## src/rtl/vdp_lb_pkg.sv

```systemverilog
// Shared line-buffer byte layout and sprite-writer FSM states.
// Byte format: [4:0] colour, [5] tile priority, [6] sprite drawn, [7] reserved.
package vdp_lb_pkg;

   localparam int LB_W        = 8;
   localparam int LB_COL_MSB  = 4;
   localparam int LB_PRIO_BIT = 5;
   localparam int LB_SPR_BIT  = 6;

   typedef enum logic [1:0] {
      IDLE = 2'd0,
      RD   = 2'd1,
      WR   = 2'd2
   } lw_state_e;

   // Bit 7 of each plane is the leftmost pixel; bit 4 of the result marks sprite palette.
   function automatic logic [LB_COL_MSB:0] pix_colour(input logic [3:0][7:0] planes,
                                                      input logic [2:0]      pix);
      logic [2:0] idx;
      idx = 3'd7 - pix;
      return {1'b1, planes[3][idx], planes[2][idx], planes[1][idx], planes[0][idx]};
   endfunction

endpackage

```

## src/rtl/sprite_pix_merge.sv

```systemverilog
// Combinational merge of one sprite pixel against the byte read from the line buffer.
// Decides whether to write, what to write, and whether two sprites collided.
module sprite_pix_merge
   import vdp_lb_pkg::*;
(
   input  logic [9:0]          pix_x_i,
   input  logic [LB_COL_MSB:0] colour_i,
   input  logic [LB_W-1:0]     rd_i,
   output logic                wren_o,
   output logic [LB_W-1:0]     wrdata_o,
   output logic                coll_o
);

   localparam logic [9:0] LINE_END = 10'd256;

   logic on_line;
   logic opaque;
   logic rd_unused;

   assign on_line   = (pix_x_i < LINE_END);
   assign opaque    = (colour_i[3:0] != 4'd0);
   assign rd_unused = rd_i[7];

   always_comb begin
      wren_o   = 1'b0;
      wrdata_o = '0;
      coll_o   = 1'b0;
      if (on_line && opaque) begin
         if (rd_i[LB_SPR_BIT]) begin
            coll_o = 1'b1;
         end else if (rd_i[LB_PRIO_BIT] && (rd_i[3:0] != 4'd0)) begin
            // Sprite hidden behind an opaque priority tile, but it still claims the pixel.
            wren_o   = 1'b1;
            wrdata_o = {1'b0, 1'b1, rd_i[5:0]};
         end else begin
            wren_o   = 1'b1;
            wrdata_o = {2'b01, rd_i[LB_PRIO_BIT], colour_i};
         end
      end
   end

endmodule

```

## src/rtl/sprite_linewriter.sv

```systemverilog
// Read-modify-write sprite rasteriser: one 8-pixel sprite row per entry, two cycles per pixel
// (read then write) into line-buffer port 1, with a sticky sprite collision flag.
module sprite_linewriter
   import vdp_lb_pkg::*;
#(
   parameter int PIX_PER_SPR = 8
) (
   input  logic            clk,
   input  logic            reset,
   input  logic            spr_valid,
   output logic            spr_ready,
   input  logic [8:0]      spr_x,
   input  logic [7:0]      spr_p0,
   input  logic [7:0]      spr_p1,
   input  logic [7:0]      spr_p2,
   input  logic [7:0]      spr_p3,
   output logic            busy,
   output logic            coll,
   input  logic            coll_clr,
   output logic [LB_W-1:0] lb_idx,
   input  logic [LB_W-1:0] lb_rddata,
   output logic [LB_W-1:0] lb_wrdata,
   output logic            lb_wren
);

   localparam logic [2:0] LAST_PIX = 3'(PIX_PER_SPR - 1);

   lw_state_e        state_q, state_d;
   logic             armed_q;
   logic [8:0]       x_q, x_d;
   logic [2:0]       pix_q, pix_d;
   logic             coll_q, coll_d;
   logic [3:0][7:0]  planes_q;
   logic             ld_planes;

   logic [9:0]          pix_x;
   logic [LB_COL_MSB:0] colour;
   logic                m_wren;
   logic [LB_W-1:0]     m_wrdata;
   logic                m_coll;
   logic                in_wr;

   // Pixel X kept at 10 bits so sprites near X=511 never wrap onto the left edge.
   assign pix_x  = {1'b0, x_q} + {7'd0, pix_q};
   assign colour = pix_colour(planes_q, pix_q);
   assign in_wr  = (state_q == WR);

   sprite_pix_merge u_merge (
      .pix_x_i  (pix_x),
      .colour_i (colour),
      .rd_i     (lb_rddata),
      .wren_o   (m_wren),
      .wrdata_o (m_wrdata),
      .coll_o   (m_coll)
   );

   // armed_q keeps spr_ready low in the cycle reset deasserts.
   assign spr_ready = (state_q == IDLE) && armed_q;
   assign busy      = (state_q != IDLE);
   assign coll      = coll_q;
   assign lb_idx    = pix_x[7:0];
   assign lb_wren   = in_wr && m_wren;
   assign lb_wrdata = lb_wren ? m_wrdata : '0;

   always_comb begin
      state_d   = state_q;
      x_d       = x_q;
      pix_d     = pix_q;
      ld_planes = 1'b0;
      case (state_q)
         IDLE: begin
            if (spr_valid && spr_ready) begin
               x_d       = spr_x;
               pix_d     = 3'd0;
               ld_planes = 1'b1;
               state_d   = RD;
            end
         end
         RD: state_d = WR;
         WR: begin
            if (pix_q == LAST_PIX) begin
               state_d = IDLE;
            end else begin
               pix_d   = pix_q + 3'd1;
               state_d = RD;
            end
         end
         default: state_d = IDLE;
      endcase
   end

   // A collision in the same cycle as coll_clr leaves the flag set.
   assign coll_d = (in_wr && m_coll) || (coll_q && !coll_clr);

   always_ff @(posedge clk or posedge reset) begin
      if (reset) begin
         state_q <= IDLE;
         armed_q <= 1'b0;
         x_q     <= '0;
         pix_q   <= '0;
         coll_q  <= 1'b0;
      end else begin
         state_q <= state_d;
         armed_q <= 1'b1;
         x_q     <= x_d;
         pix_q   <= pix_d;
         coll_q  <= coll_d;
      end
   end

   always_ff @(posedge clk) begin
      if (ld_planes) begin
         planes_q <= {spr_p3, spr_p2, spr_p1, spr_p0};
      end
   end

endmodule

```

## config.mk

```make
export PLATFORM = sky130hd
export DESIGN_NAME = sprite_linewriter
export DESIGN_NICKNAME = d
export VERILOG_FILES = /design/src/rtl/vdp_lb_pkg.sv /design/src/rtl/sprite_pix_merge.sv /design/src/rtl/sprite_linewriter.sv
export SDC_FILE = /design/constraint.sdc
export NUM_CORES = 1
export LEC_CHECK = 0
export ABC_AREA = 1
export CAP_MARGIN = 20
export CORE_AREA = 2 2 75 77
export CTS_CLUSTER_SIZE = 8
export DETAILED_ROUTE_END_ITERATION = 10
export DIE_AREA = 0 0 77 79
export GPL_ROUTABILITY_DRIVEN = 0
export PLACE_DENSITY = 0.79
export SYNTH_ARGS = -nofsm -noshare
export SYNTH_HDL_FRONTEND = slang
export SYNTH_SLANG_ARGS = --single-unit
export TNS_END_PERCENT = 10
```

## constraint.sdc

```tcl
create_clock -name clk -period 2.5 [get_ports clk]
set_input_delay 0.5 -clock clk [delete_from_list [all_inputs] [get_ports clk]]
set_output_delay 0.5 -clock clk [all_outputs]
set_load 0.02 [all_outputs]
```

==> results of run 1 <==
==> synthesized netlist by cell type, types with 2 or more instances <==
cell type  number
conb_1          2
buf_4           4
o21ai_0        12
edfxtp_1       32
o21ai_1         3
nand3_1        22
xor2_1          3
nor2_2          6
inv_1          56
nand4_1         2
dfrtp_1        16
inv_2           2
ha_1            5
nor2_1          7
buf_6           2
nand2_1        88
xnor2_1         3
==> through the flow <==
step           cells  hold slack [ps]  util (%)  total power [mW]  TNS (ps)
2_1_floorplan    272              414         -              1.95         0
3_3_place_gp     422              439      61.1              2.41     -2960
3_5_place_dp     422              449      61.1              2.45     -3330
4_1_cts          430              463      62.7              2.95     -1480
5_1_grt          430              469      62.5              3.14     -2910
6_report         430              460      62.5              2.92     -1510
==> registers in the layout, indices dropped and copies added, names as in the netlist <==
register and count:
armed_q 1, coll 1, pix_q 3, planes_q 32, state_q 2, x_q 9
==> cell type report <==
| type | instances | area [um2] | area share (%) |
|---|---|---|---|
| clock buffer | 5 | 68.8 | 2.06 |
| clock inverter | 3 | 42.5 | 1.27 |
| inverter | 59 | 226 | 6.79 |
| multi-input combinational | 158 | 779 | 23.4 |
| sequential | 48 | 1360 | 40.8 |
| tap | 72 | 90.1 | 2.70 |
| timing repair buffer | 85 | 768 | 23.0 |
==> cell families (layout without fill, tap and decap cells) <==
| kind of cell | Yosys count | in the layout | synth area share [%] |
|---|---|---|---|
| DFF | 48 | 48 | 56.4 |
| other | 2 | 2 | 0.311 |
| xor gates and xnor gates | 6 | 6 | 2.18 |
| adders and majority gates | 6 | 6 | 3.42 |
| and+or+nand+nor | 129 | 129 | 22.9 |
| AOI/OAI and AO/OA | 15 | 15 | 3.11 |
| buffers and inverters | 66 | 152 | 11.7 |
==> power breakdown <==
part           internal, mW  switching (mW)  leakage, nW  total, mW
clock network         0.296           0.258       0.0541      0.554
logic                 0.505           0.739         1.05       1.24
registers              1.03          0.0938        0.499       1.12
==> final timing paths <==
kind | startpoint | to | cells after the start
worst max-delay path | x_q[0] | lb_wrdata[3] | 11
worst min-delay path | state_q[1] | state_q[1] | 1
worst max register to register | x_q[0] | coll | 10
worst min register to register | state_q[1] | state_q[1] | 1
max in group asynchronous | reset | x_q[2] | 2
min in group asynchronous | reset | x_q[5] | 2
==> routing by layer <==
layer	vias up	part of all wire, %	track usage, %
met5	-	0	0
met4	0	1.9	7.32
met3	11	5.2	3.98
met2	58	52	31.8
met1	861	40	19.3
li1	1003	-	-
==> timing repair <==
action | 4_1_cts | 5_1_grt
gates resized for setup | 55 | 6
setup endpoints to repair | 15 | 13
pin swaps | 3 | 0
==> cells in the final DEF (no fill, tap or decap), types with 2 or more instances in the layout <==
| master | n |
|---|---|
| inv_1 | 56 |
| buf_2 | 3 |
| dfrtp_1 | 16 |
| clkdlybuf4s50_1 | 55 |
| nor2_2 | 6 |
| conb_1 | 2 |
| nand2_2 | 2 |
| ha_1 | 5 |
| nand4_1 | 2 |
| nand2_1 | 87 |
| clkbuf_2 | 2 |
| dlygate4sd2_1 | 2 |
| xnor2_1 | 3 |
| buf_4 | 22 |
| clkbuf_8 | 5 |
| nor2_1 | 7 |
| edfxtp_1 | 32 |
| inv_4 | 2 |
| xor2_1 | 3 |
| nand3_1 | 22 |
| o21ai_0 | 11 |
| o21ai_1 | 3 |
==> worst max-delay path, stage by stage (launching register included) <==
cell and delay (ps):
dfrtp_1 360, ha_1 170, inv_1 60, fa_2 350, o21ai_2 160, nand2_1 80, nor3_1 130, nand2_1 80
nand2_2 110, nand3_4 140, nor2_2 120, buf_4 150
==> results.cfg, run 1 <==
[synthesis]
synth_fp_nets = 331
synthArstFlopShare_pct = 33.3
netlist_instances = 272
synth_top_area_cell = edfxtp_1
synth_top_area_share_pct = 39.8
ys_seq_elements = 48
netlist_area_mm2 = 0.00241
ys_seq_area_share_pct = 56.4
synth_edf_count = 32
syn-mean-instance-area_um2 = 8.87
synth_area_leaders = edfxtp_1 40%, dfrtp_1 17%, nand2_1 14%, inv_1 8.7%, nand3_1 4.6%
yosysWarnings = 0
synth_ff_type = edfxtp_1
synth_cell_types = 24

[detailed_routing]
dr.pass1.iters = 4
postRouteAntennaNets = 0
via_per_inst = 4.50
vias = 1933
drc = 0
wire_per_inst_um = 11.2
drt-initial-drc-count = 47
routed_wl_um = 4820

[global_routing]
grt_pass1_wl_um = 8310
grt_usage_pct = 17.3
antenna_found_initial = 0
grt_max_degree = 29
grt_remaining_overflow = 0
grt_pass1_vias = 1972

[sta]
setup_viol_count_final = 9
slew_violations = 0
relSlewSlack_pct = 60.4
fmax_mhz = 370
rsz0062_at_grt = yes
layout_worst_path_cycle_share_pct = 108
worst_pin_slew_ps = 594
min_period_ps = 2700
skew_ps = 11.6
worst_slack_ps = -200
final-hold-violation-count = 0

[clock_network]
htree_levels = 2
cts.clk_slew.worst_paths_ps = 90
clock_latency_ps = 300
cts_hold_buf = 0
cts_inserted_buffers = 5
cts_tree = yes
cts_buffer_depth = 2
postCtsSetupBuffers = 0
clockRootBuffer = clkbuf_8
clkSinkCount = 48

[run_status]
status = finished, violations left
violations = negative setup slack

[run]
maxCapViolations = 0

[worst_setup_path]
crit_type = flip-flop to output pin
arrival_ps = 2200
critPathCaptureType = output pin
cp_max_fo = 7
cp-start-kind = flip-flop
r2r_slack_ps = 710
crit_required_ps = 2000

[placement]
dpl_cell_area_mm2 = 0.00326
dp_hpwl_um = 3690
port_buffers = 70
dp_worst_setup_slack_ps = -434

[final_layout]
stdcell_area_mm2 = 0.00334
finalNetCount = 416
drive_gt1_share_pct = 13.7
n_antenna_cell = 0
fill_cells = 486
synthToLayoutAreaGrowth_pct = 38.3

[floorplanning]
core-area_mm2 = 0.00534
num_io_pins = 73
fp-row-count = 27
die_w_um = 77
die_height_um = 79
initial_core_util_pct = 45.2
dieArea_mm2 = 0.00608

[power]
ir_worst_vdd_v = 0.000393
leakagePower_nw = 1.60
powerDensity_mw_per_mm2 = 875

[min_path]
hp-class = flip-flop to flip-flop
(Power assumes the default switching activity.)
==> run 2, diff against run 1 <==
ABC_CLOCK_PERIOD_IN_PS = 2500   (was not set)
==> results of run 2 <==
The final DEF is identical to that of run 1; final timing and power are the same.
==> run 3, diff against run 2 <==
CTS_BUF_LIST = sky130_fd_sc_hd__clkbuf_16   (was not set)
TNS_END_PERCENT = not set   (was 10)
==> run 3 against run 2 <==
  * The flow still finishes with violations (negative setup slack)
  * Clock-buffer cell count stayed put
  * Cell count increased by 1.2%
  * Worst setup slack got worse by 19 ps
  * Total power grew 9.0%
  * Via count increased by 3.4%
  * Clock power is 34% higher
  * Critical path depth unchanged
  * Highest routed layer unchanged
==> results.cfg, run 3 (synthesis results as in run 1) <==
[floorplanning]
die_height_um = 79
num_io_pins = 73
initial_core_util_pct = 45.2
fp-row-count = 27
die_w_um = 77
core-area_mm2 = 0.00534
dieArea_mm2 = 0.00608

[run]
maxCapViolations = 0

[final_layout]
finalNetCount = 421
largestRegisters = planes_q: 32 flops, x_q: 9 flops, pix_q: 3 flops
most-common-layout-cells = 87 x nand2_1, 55 x inv_1, 55 x clkdlybuf4s50_1
largest_register_ffs = 32
final_common_cell = nand2_1
n_antenna_cell = 0
fill_cells = 449
synthToLayoutAreaGrowth_pct = 44.3
multiInputGateArea_um2 = 798
drive_gt1_share_pct = 16.5
top_register = planes_q
seq_area_mm2 = 0.00136
fin_util_pct = 65.2

[worst_setup_path]
critPathCaptureType = output pin
path_cells = ha_2 > inv_2 > fa_2 > o21ai_2 > nand2_1 > nor3_1 > nand2_1 > nand2_2 > nand3_4 > nor2_2 > buf_6
crit_required_ps = 2000
crit_buf_inv = 2
max_stage_delay_ps = 350
r2r_slack_ps = 700
r2r_end = coll
crit_top_cell = nand2_1
cp-start-kind = flip-flop
arrival_ps = 2220
crit_type = flip-flop to output pin
cp_max_fo = 7
r2r-start = x_q[0]
cp_top_family = simple AND/OR/NAND/NOR gates
rr_worst_depth = 10
slowest_stage = dfrtp_1

[sta]
skew_ps = 8.64
tns_ps = -1530
worst_slack_ps = -219
relSlewSlack_pct = 60.0
layout_worst_path_cycle_share_pct = 109
slew_violations = 0
worst_pin_slew_ps = 600
min_period_ps = 2720
final-hold-violation-count = 0
rsz0062_at_grt = yes
setup_viol_count_final = 8
fmax_mhz = 368

[detailed_routing]
vias = 1998
via_per_inst = 4.59
routed_wl_um = 5100
wire_per_inst_um = 11.7
dr.pass1.iters = 4
drc = 0
drt-initial-drc-count = 83
postRouteAntennaNets = 0

[global_routing]
grt_pass1_vias = 2003
grt_usage_pct = 17.6
antenna_found_initial = 0
grt_remaining_overflow = 0
grt_pass1_wl_um = 8450
grt_max_degree = 29

[power]
powerDensity_mw_per_mm2 = 914
leakagePower_nw = 1.67
ir_worst_vdd_v = 0.000483

[min_path]
hp-class = flip-flop to flip-flop
hold_depth = 1
min_from = state_q[1]
worst_hold_path.endpoint = state_q[1]

[clock_network]
clockRootBuffer = clkbuf_16
cts_tree = yes
htree_levels = 2
cts_hold_buf = 0
clkSinkCount = 48
cts.clk_slew.worst_paths_ps = 70
cts_buffer_depth = 2
cts_inserted_buffers = 5
clock_latency_ps = 290

[placement]
dp_hpwl_um = 3690
port_buffers = 70
dp_worst_setup_slack_ps = -434

[run_status]
status = finished, violations left
violations = negative setup slack
## run 3: changes by cell type in the layout (fill, tap and decap cells not counted), sizes merged
cell	previous run	this run
clkdlybuf4s15	1	0
buf	25	32
clkbuf	7	6
## run 3: layout make-up
cell class	instances	share of cell area, %
multi-input combinational	158	22.9
sequential	48	39.1
inverter	59	6.50
clock buffer	5	3.59
tap	72	2.59
timing repair buffer	90	24.1
clock inverter	3	1.22
## run 3: worst register-to-register path: cells and delay by family (launching register included)
family,cells,cell delay (ps)
compound gates,2,270
fa+ha+maj,2,540
buf+inv,2,190
flops,1,350
simple gates,4,330
## run 3: power by group
part | internal (mW) | total [mW] | switching [mW]
registers | 1.03 | 1.13 | 0.0984
logic | 0.545 | 1.31 | 0.766
clock network | 0.469 | 0.743 | 0.274
## run 3: worst max path at each step
stage | cells after the start | to | slack [ps] | start
after floorplan | 11 | lb_wrdata[6] | 10 | pix_q[1]
after global placement | 11 | lb_wrdata[2] | -370 | x_q[0]
after detailed placement | 11 | lb_wrdata[3] | -430 | x_q[0]
after CTS | 11 | lb_wrdata[3] | -190 | x_q[0]
after global routing | 11 | lb_wrdata[0] | -340 | pix_q[0]
final | 11 | lb_wrdata[0] | -220 | x_q[0]
## run 3: per-stage QoR
| stage | power (mW) | cells | instance area, um2 | hold WS [ps] |
|---|---|---|---|---|
| 6_report | 3.18 | 435 | 3480 | 456 |
| 4_1_cts | 3.17 | 431 | 3430 | 459 |
| 5_1_grt | 3.40 | 435 | 3480 | 465 |
| 3_5_place_dp | 2.45 | 422 | 3260 | 449 |
| 3_3_place_gp | 2.41 | 422 | 3260 | 439 |
| 2_1_floorplan | 1.95 | 272 | 2420 | 414 |
## run 3: per-layer routing
| layer | vias to the layer above | track usage, % | part of all wire, % |
|---|---|---|---|
| met4 | 0 | 7.50 | 1.7 |
| met2 | 59 | 33.0 | 54 |
| met1 | 919 | 19.1 | 40 |
| met5 | - | 0 | 0 |
| met3 | 9 | 4.20 | 4.6 |
| li1 | 1011 | - | - |
## run 3: timing repair
action,in CTS,in global routing
gates cloned,0,0
setup buffers,1,4
pin swaps,4,0
gates resized for setup,66,15
endpoints found under the setup margin,15,13
